`config.mk`:
```
export PLATFORM = sky130hd
export DESIGN_NAME = regfile_dump_unit
export DESIGN_NICKNAME = d
export VERILOG_FILES = /design/src/rtl/regfile_dump_unit.sv
export SDC_FILE = /design/constraint.sdc
export NUM_CORES = 1
export LEC_CHECK = 0
export ABC_AREA = 1
export BUFFER_PORTS_ARGS = -buffer_cell sky130_fd_sc_hd__buf_2
export CAP_MARGIN = 30
export CELL_PAD_IN_SITES_DETAIL_PLACEMENT = 1
export CELL_PAD_IN_SITES_GLOBAL_PLACEMENT = 1
export CORE_UTILIZATION = 36
export CTS_BUF_LIST = sky130_fd_sc_hd__clkbuf_4 sky130_fd_sc_hd__clkbuf_8
export DETAILED_ROUTE_END_ITERATION = 16
export HOLD_SLACK_MARGIN = 0.1
export PLACE_DENSITY = 0.92
export REMOVE_ABC_BUFFERS = 1
export SYNTH_ARGS = -nofsm -noshare
export SYNTH_HDL_FRONTEND = slang
export SYNTH_SLANG_ARGS = --single-unit
```
`constraint.sdc`:
```
create_clock -name clk -period 3.9 [get_ports clk]
set_input_delay 0.195 -clock clk [delete_from_list [all_inputs] [get_ports clk]]
set_output_delay 0.195 -clock clk [all_outputs]
set_load 0.02 [all_outputs]
```
`src/rtl/regfile_dump_unit.sv`:
```
// End-of-program register dump: freezes the core on halt or watchdog expiry, then
// streams every architectural register out over a valid/ready channel, one per beat.
module regfile_dump_unit #(
    parameter int XLEN        = 32,
    parameter int NREGS       = 32,
    parameter int WDOG_CYCLES = 200,
    parameter int ZERO_X0     = 1,
    localparam int IDXW       = ($clog2(NREGS) > 1) ? $clog2(NREGS) : 1
) (
    input  logic            clk,
    input  logic            rst_n,
    input  logic            halt_req,
    output logic            core_stall,
    output logic [IDXW-1:0] rf_raddr,
    input  logic [XLEN-1:0] rf_rdata,
    output logic            dump_valid,
    input  logic            dump_ready,
    output logic [IDXW-1:0] dump_idx,
    output logic [XLEN-1:0] dump_data,
    output logic            dump_last,
    output logic            done,
    output logic            timeout,
    output logic [31:0]     run_cycles
);

    typedef enum logic [1:0] {
        ST_RUN,
        ST_SCAN,
        ST_DONE
    } state_t;

    localparam logic [IDXW-1:0] LAST_IDX = IDXW'(NREGS - 1);

    state_t          state_reg, state_next;
    logic [31:0]     run_cycles_reg, run_cycles_next;
    logic [IDXW-1:0] idx_reg, idx_next;
    logic            timeout_reg, timeout_next;
    logic            wdog_hit;
    logic            in_scan;
    logic            at_last;

    // Expiry fires on the last counted RUN cycle so the transition edge lands on WDOG_CYCLES.
    generate
        if (WDOG_CYCLES != 0) begin : g_wdog
            localparam logic [31:0] WDOG_LIMIT = 32'(WDOG_CYCLES - 1);
            assign wdog_hit = (run_cycles_reg == WDOG_LIMIT);
        end else begin : g_no_wdog
            assign wdog_hit = 1'b0;
        end
    endgenerate

    assign in_scan = (state_reg == ST_SCAN);
    assign at_last = (idx_reg == LAST_IDX);

    always_comb begin
        state_next      = state_reg;
        run_cycles_next = run_cycles_reg;
        idx_next        = idx_reg;
        timeout_next    = timeout_reg;
        case (state_reg)
            ST_RUN: begin
                idx_next = '0;
                if (run_cycles_reg != 32'hFFFF_FFFF) begin
                    run_cycles_next = run_cycles_reg + 32'd1;
                end
                // Halt takes priority, so a coincident expiry is not reported as a timeout.
                if (halt_req) begin
                    state_next = ST_SCAN;
                end else if (wdog_hit) begin
                    state_next   = ST_SCAN;
                    timeout_next = 1'b1;
                end
            end
            ST_SCAN: begin
                if (dump_ready) begin
                    if (at_last) begin
                        state_next = ST_DONE;
                    end else begin
                        idx_next = idx_reg + 1'b1;
                    end
                end
            end
            ST_DONE: begin
                state_next = ST_DONE;
            end
            default: begin
                state_next = ST_RUN;
            end
        endcase
    end

    always_ff @(posedge clk) begin
        if (!rst_n) begin
            state_reg      <= ST_RUN;
            run_cycles_reg <= '0;
            idx_reg        <= '0;
            timeout_reg    <= 1'b0;
        end else begin
            state_reg      <= state_next;
            run_cycles_reg <= run_cycles_next;
            idx_reg        <= idx_next;
            timeout_reg    <= timeout_next;
        end
    end

    assign core_stall = (state_reg != ST_RUN);
    assign dump_valid = in_scan;
    assign rf_raddr   = in_scan ? idx_reg : '0;
    assign dump_idx   = idx_reg;
    assign dump_last  = in_scan && at_last;
    assign done       = (state_reg == ST_DONE);
    assign timeout    = timeout_reg;
    assign run_cycles = run_cycles_reg;
    assign dump_data  = ((ZERO_X0 != 0) && (idx_reg == '0)) ? '0 : rf_rdata;

endmodule

```
# Word-level counts from Yosys, hierarchy flattened
# Cells that the tools add are included.
[word_totals]
reg_bits = 40
input_bits = 36
output_inout_bits = 79
elab_cells = 35
[classes]
n_addsub = 2
n_eq_ne = 9
n_mux = 10
bitwise = 1
n_reduce_logical = 9
[op_table]
columns = ["cell", "count"]
rows = [
  ["$add 32x1->32 const B", 1],
  ["$eq 32x8->1 const B", 1],
  ["$mux 32", 1],
  ["$ne 32x32->1 const B", 1],
  ["$mux 5", 3],
  ["$pmux 5 s2", 1],
  ["$reduce_and 3->1", 3],
  ["$mux 2", 4],
  ["$pmux 2 s3", 1],
  ["$add 5x1->5 const B", 1],
  ["$eq 5x5->1 const B", 1],
  ["$logic_not 5->1", 1],
  ["$ne 2x2->1 const B", 2],
  ["$reduce_bool 2->1", 2],
  ["$ne 3x3->1 const B", 1],
  ["$eq 2x1->1 const B", 1],
  ["$eq 2x2->1 const B", 1],
  ["$logic_not 2->1", 1],
  ["$ne 2x1->1 const B", 1],
  ["$reduce_and 2->1", 1],
  ["$logic_and 1x1->1", 1],
  ["$not 1->1", 1],
]

# Depth between registers and ports, before layout
[depth]
word_depth = 4
mapped_depth = 12

# Least setup slack after synthesis
# No wires, ideal clock.
[synth_timing]
kind = "flip-flop to flip-flop"
from = "register run_cycles_reg[0], in the netlist run_cycles[0]"
to = "register run_cycles_reg[8], in the netlist run_cycles[8]"
arrival_time_ns = 1.782
required_ns = 3.829
slack_ns = 2.047
stages_incl_launch_ff = 12
path_buffers = 2
period_less_slack_ns = 1.853
cell_sequence = "dfxtp_1 > ha_1 > nand2_2 > nor2_4 > nand2_4 > nor2_4 > nand2_4 > nand2_4 > buf_12 > buf_12 > nand2_1 > a21oi_2"
[synth_via]
elab_chain_cells = 2
elab_cells_between_ends = 3
classes_between = "1 x add/sub; 1 x eq/ne; 1 x reduce/logical"
[synth_lines]
columns = ["item", "line", "text"]
rows = [
  ["from (decl)", "35", "logic [31:0] run_cycles_reg, run_cycles_next;"],
  ["from (signal assigned)", "100", "run_cycles_reg <= run_cycles_next;"],
  ["branches (longest 2 deep; another with $add 32x1->32)", "-", ""],
]
# Parallel ways; which one is timed is not known.
# A chain may end at the register's enable or synchronous reset.

# Final worst setup path
[layout_timing]
from = "register run_cycles_reg[0], in the netlist run_cycles[0]"
to = "register run_cycles_reg[19], in the netlist run_cycles[19]"
# Same word-level chain as after synthesis.

==> results.cfg <==
[outcome]
status = finished, final reports clean

[power]
powerDensity_mw_per_mm2 = 411
clockPowerShare_pct = 22.9
p_int_mw = 0.829
leakagePower_nw = 1.98
sw_frac_of_total_pct = 47.0
vdd.ir_drop.worst_mv = 0.216
pwr-share-seq_pct = 29.8
combPwrFrac_pct = 47.3
p_sw_mw = 0.735

[die]
core_area_mm2 = 0.00826
row_count = 33
die_y_um = 94.4
initial_utilization_pct = 37.2
die-width_um = 94.4
dieArea_mm2 = 0.00891
boundaryPins = 115

[sta]
finalCriticalPeriod_ns = 2.34
hold_viol = 0
max_freq_ghz = 0.427
finalCritPeriodShare_pct = 60.0
worstMarginPinSlew_ns = 0.758
rsz0062_at_grt = false
setup_viol = 0
hold_slack_ns = 0.235
tns_ns = 0
report.final.slew_viol_count = 0
relSlewSlack_pct = 49.4
fin_worst_skew_ns = 0.0108

[setup_path]
arrival_ns = 2.51
cp.required_ns = 4.06
reg2reg_slack_ns = 1.56
crit_buf_inv = 1
crit_path_end_kind = register
crit_chain = ha_1 > nand2_2 > nor2_4 > nand2_4 > nor2_4 > nand2_4 > nand2_4 > inv_2 > nand2_1 > a21oi_2
critPathTopFamily = simple AND/OR/NAND/NOR gates
reg2reg_to = run_cycles[19]
cpMostUsedCell = nand2_4
cp_slowest_cell = dfxtp_1
reg2regPathDepth = 10
crit_fanout = 29
rr_startpoint = run_cycles[0]
crit_start = run_cycles[0]
crit_path_end = run_cycles[19]
crit_cells = 10
crit_type = register to register
slowest_delay_ns = 0.45
critPathLaunchType = register

[global_routing]
grt_max_degree = 33
grt_usage_pct = 23.4
grt_pass1_vias = 3460
grt_overflow = 0
grt_pass1_wl_um = 16100
antenna_found_initial = 0

[synth]
ys_types = 26
yosysTopAreaCellShare_pct = 26.1
yosysWarnings = 0
synth_area_per_cell_um2 = 5.89
synth_area_leaders = dfxtp_1 26%, nand2_1 20%, nor2_1 13%
synthCells = 522
yosysSeqAreaShare_pct = 26.1
syn_area_mm2 = 0.00307
synth.largest_area_cell = dfxtp_1
ys_ff_latch = 40

[clock_network]
cts-root-buf = clkbuf_8
insertion_delay_ns = 0.31
clk_pin_slew_ns = 0.09
cts_sinks = 40
cts_resized = 0
cts_max_path_buffers = 2
cts_tree = yes
cts_max_level = 2
numCtsBuffers = 5
cts_setup_buffers = 0
postCtsHoldBufs = 0

[routing]
vias = 3528
routedWlPerCell_um = 13.9
final_antenna_net_count = 0
drc_errors = 0
drtPass1Iterations = 4
drt_iter0_markers = 91
viasPerCell = 4.79
wirelength_um = 10300

[hold_path]
hold_path.class = input pin to register
hold_path_startpoint = rst_n

[cells_and_area]
nets = 674
area_growth_pct = 23.8
largest_reg_flops = 32
fill_cells = 1202
drive_above_1_share_pct = 26.7
seqCellArea_um2 = 801
final_core_util_pct = 46.1
multi_input_area_mm2 = 0.00183
num_antenna_cells = 0

[job]
drv_cap = 0

[placed_design]
place_congestion = 0.912
hpwl_um = 8050
numPortBuffers = 114
placed cells by master, fill, tap and decap left out, types with 2 or more instances in the layout:
cell type and count:
o21ai_0 3, a21oi_1 13, nand2_2 15, nand2_4 3
nand3_1 18, ha_1 7, inv_1 88, nor2_4 5
nor2_1 102, xor2_1 13, nand2_1 165, a211oi_1 2
xnor2_1 2, buf_2 114, dfxtp_1 40, a31oi_1 2
clkbuf_8 5, nor2_2 2, nand4_1 5, a21oi_2 19
worst reg2reg max path: stages, from the launching register on:
cell,delay [ns]
dfxtp_1,0.45
ha_1,0.28
nand2_2,0.09
nor2_4,0.18
nand2_4,0.10
nor2_4,0.15
nand2_4,0.08
nand2_4,0.31
inv_2,0.33
nand2_1,0.17
a21oi_2,0.06
logic make-up (layout without fill, tap and decap cells):
kind of cell               Yosys count  in the layout  share of synthesized area, %
AOI/OAI and AO/OA                   40             40                          9.16
xor gates and xnor gates            15             15                          4.28
buffers and inverters              103            213                          14.4
adders and majority gates            7              7                          2.85
DFF                                 40             40                          26.1
and+or+nand+nor                    317            317                          43.3
synthesized netlist by cell type:
master	number
a211oi_1	2
nand2_1	165
nor3_1	1
xnor2_1	2
dfxtp_1	40
a31oi_1	2
a21oi_1	13
nor2_4	5
clkbuf_1	8
o21ai_0	3
o21bai_1	1
ha_1	7
inv_2	1
xor2_1	13
buf_4	1
nand3_1	18
buf_2	2
nand2_4	3
nor2_1	103
nand2_2	15
inv_1	88
nand3b_1	1
nand4_1	5
a21oi_2	19
nor2_2	1
buf_12	3
per-stage QoR:
step / setup WS (ns) / power (mW) / instances / instance area (um^2)
after floorplan: 1.67 / 0.957 / 508 / 2970
after global placement: 1.71 / 1.18 / 728 / 3680
after detailed placement: 1.59 / 1.21 / 728 / 3680
after CTS: 1.44 / 1.56 / 736 / 3790
after global routing: 1.42 / 1.66 / 737 / 3800
final: 1.56 / 1.56 / 737 / 3800
worst min-delay path by stage:
stage          slack (ns)             end  cells past startpoint
4_1_cts              0.23  run_cycles[20]                      3
3_5_place_dp         0.47         timeout                      2
2_1_floorplan        0.32  run_cycles[16]                      2
5_1_grt              0.25     dump_idx[3]                      3
3_3_place_gp         0.45         timeout                      2
6_report             0.23  run_cycles[20]                      3
area by class of cell:
cell class / count / share of cell area, %
multi-input cells: 379 / 48.2
clock inverters: 3 / 1.12
inverters: 89 / 8.78
flip-flops and latches: 40 / 21.1
clock buffers: 5 / 1.81
well taps: 105 / 3.45
repair buffers: 116 / 15.6
routing by layer:
metal,vias up,GRT usage [%],share of wire [%]
met2,100,46.4,51
li1,1769,-,-
met1,1647,25.1,42
met5,-,0,0
met4,0,6.15,1.7
met3,12,3.95,5.4
power by group through the flow:
stage	Sequential, mW	Combinational, mW	Clock (mW)
floorplan	0.494	0.463	0
global placement	0.473	0.708	0
detailed placement	0.475	0.733	0
CTS	0.466	0.735	0.360
global route	0.470	0.819	0.371
finish	0.466	0.740	0.358
(Power assumes the default switching activity.)
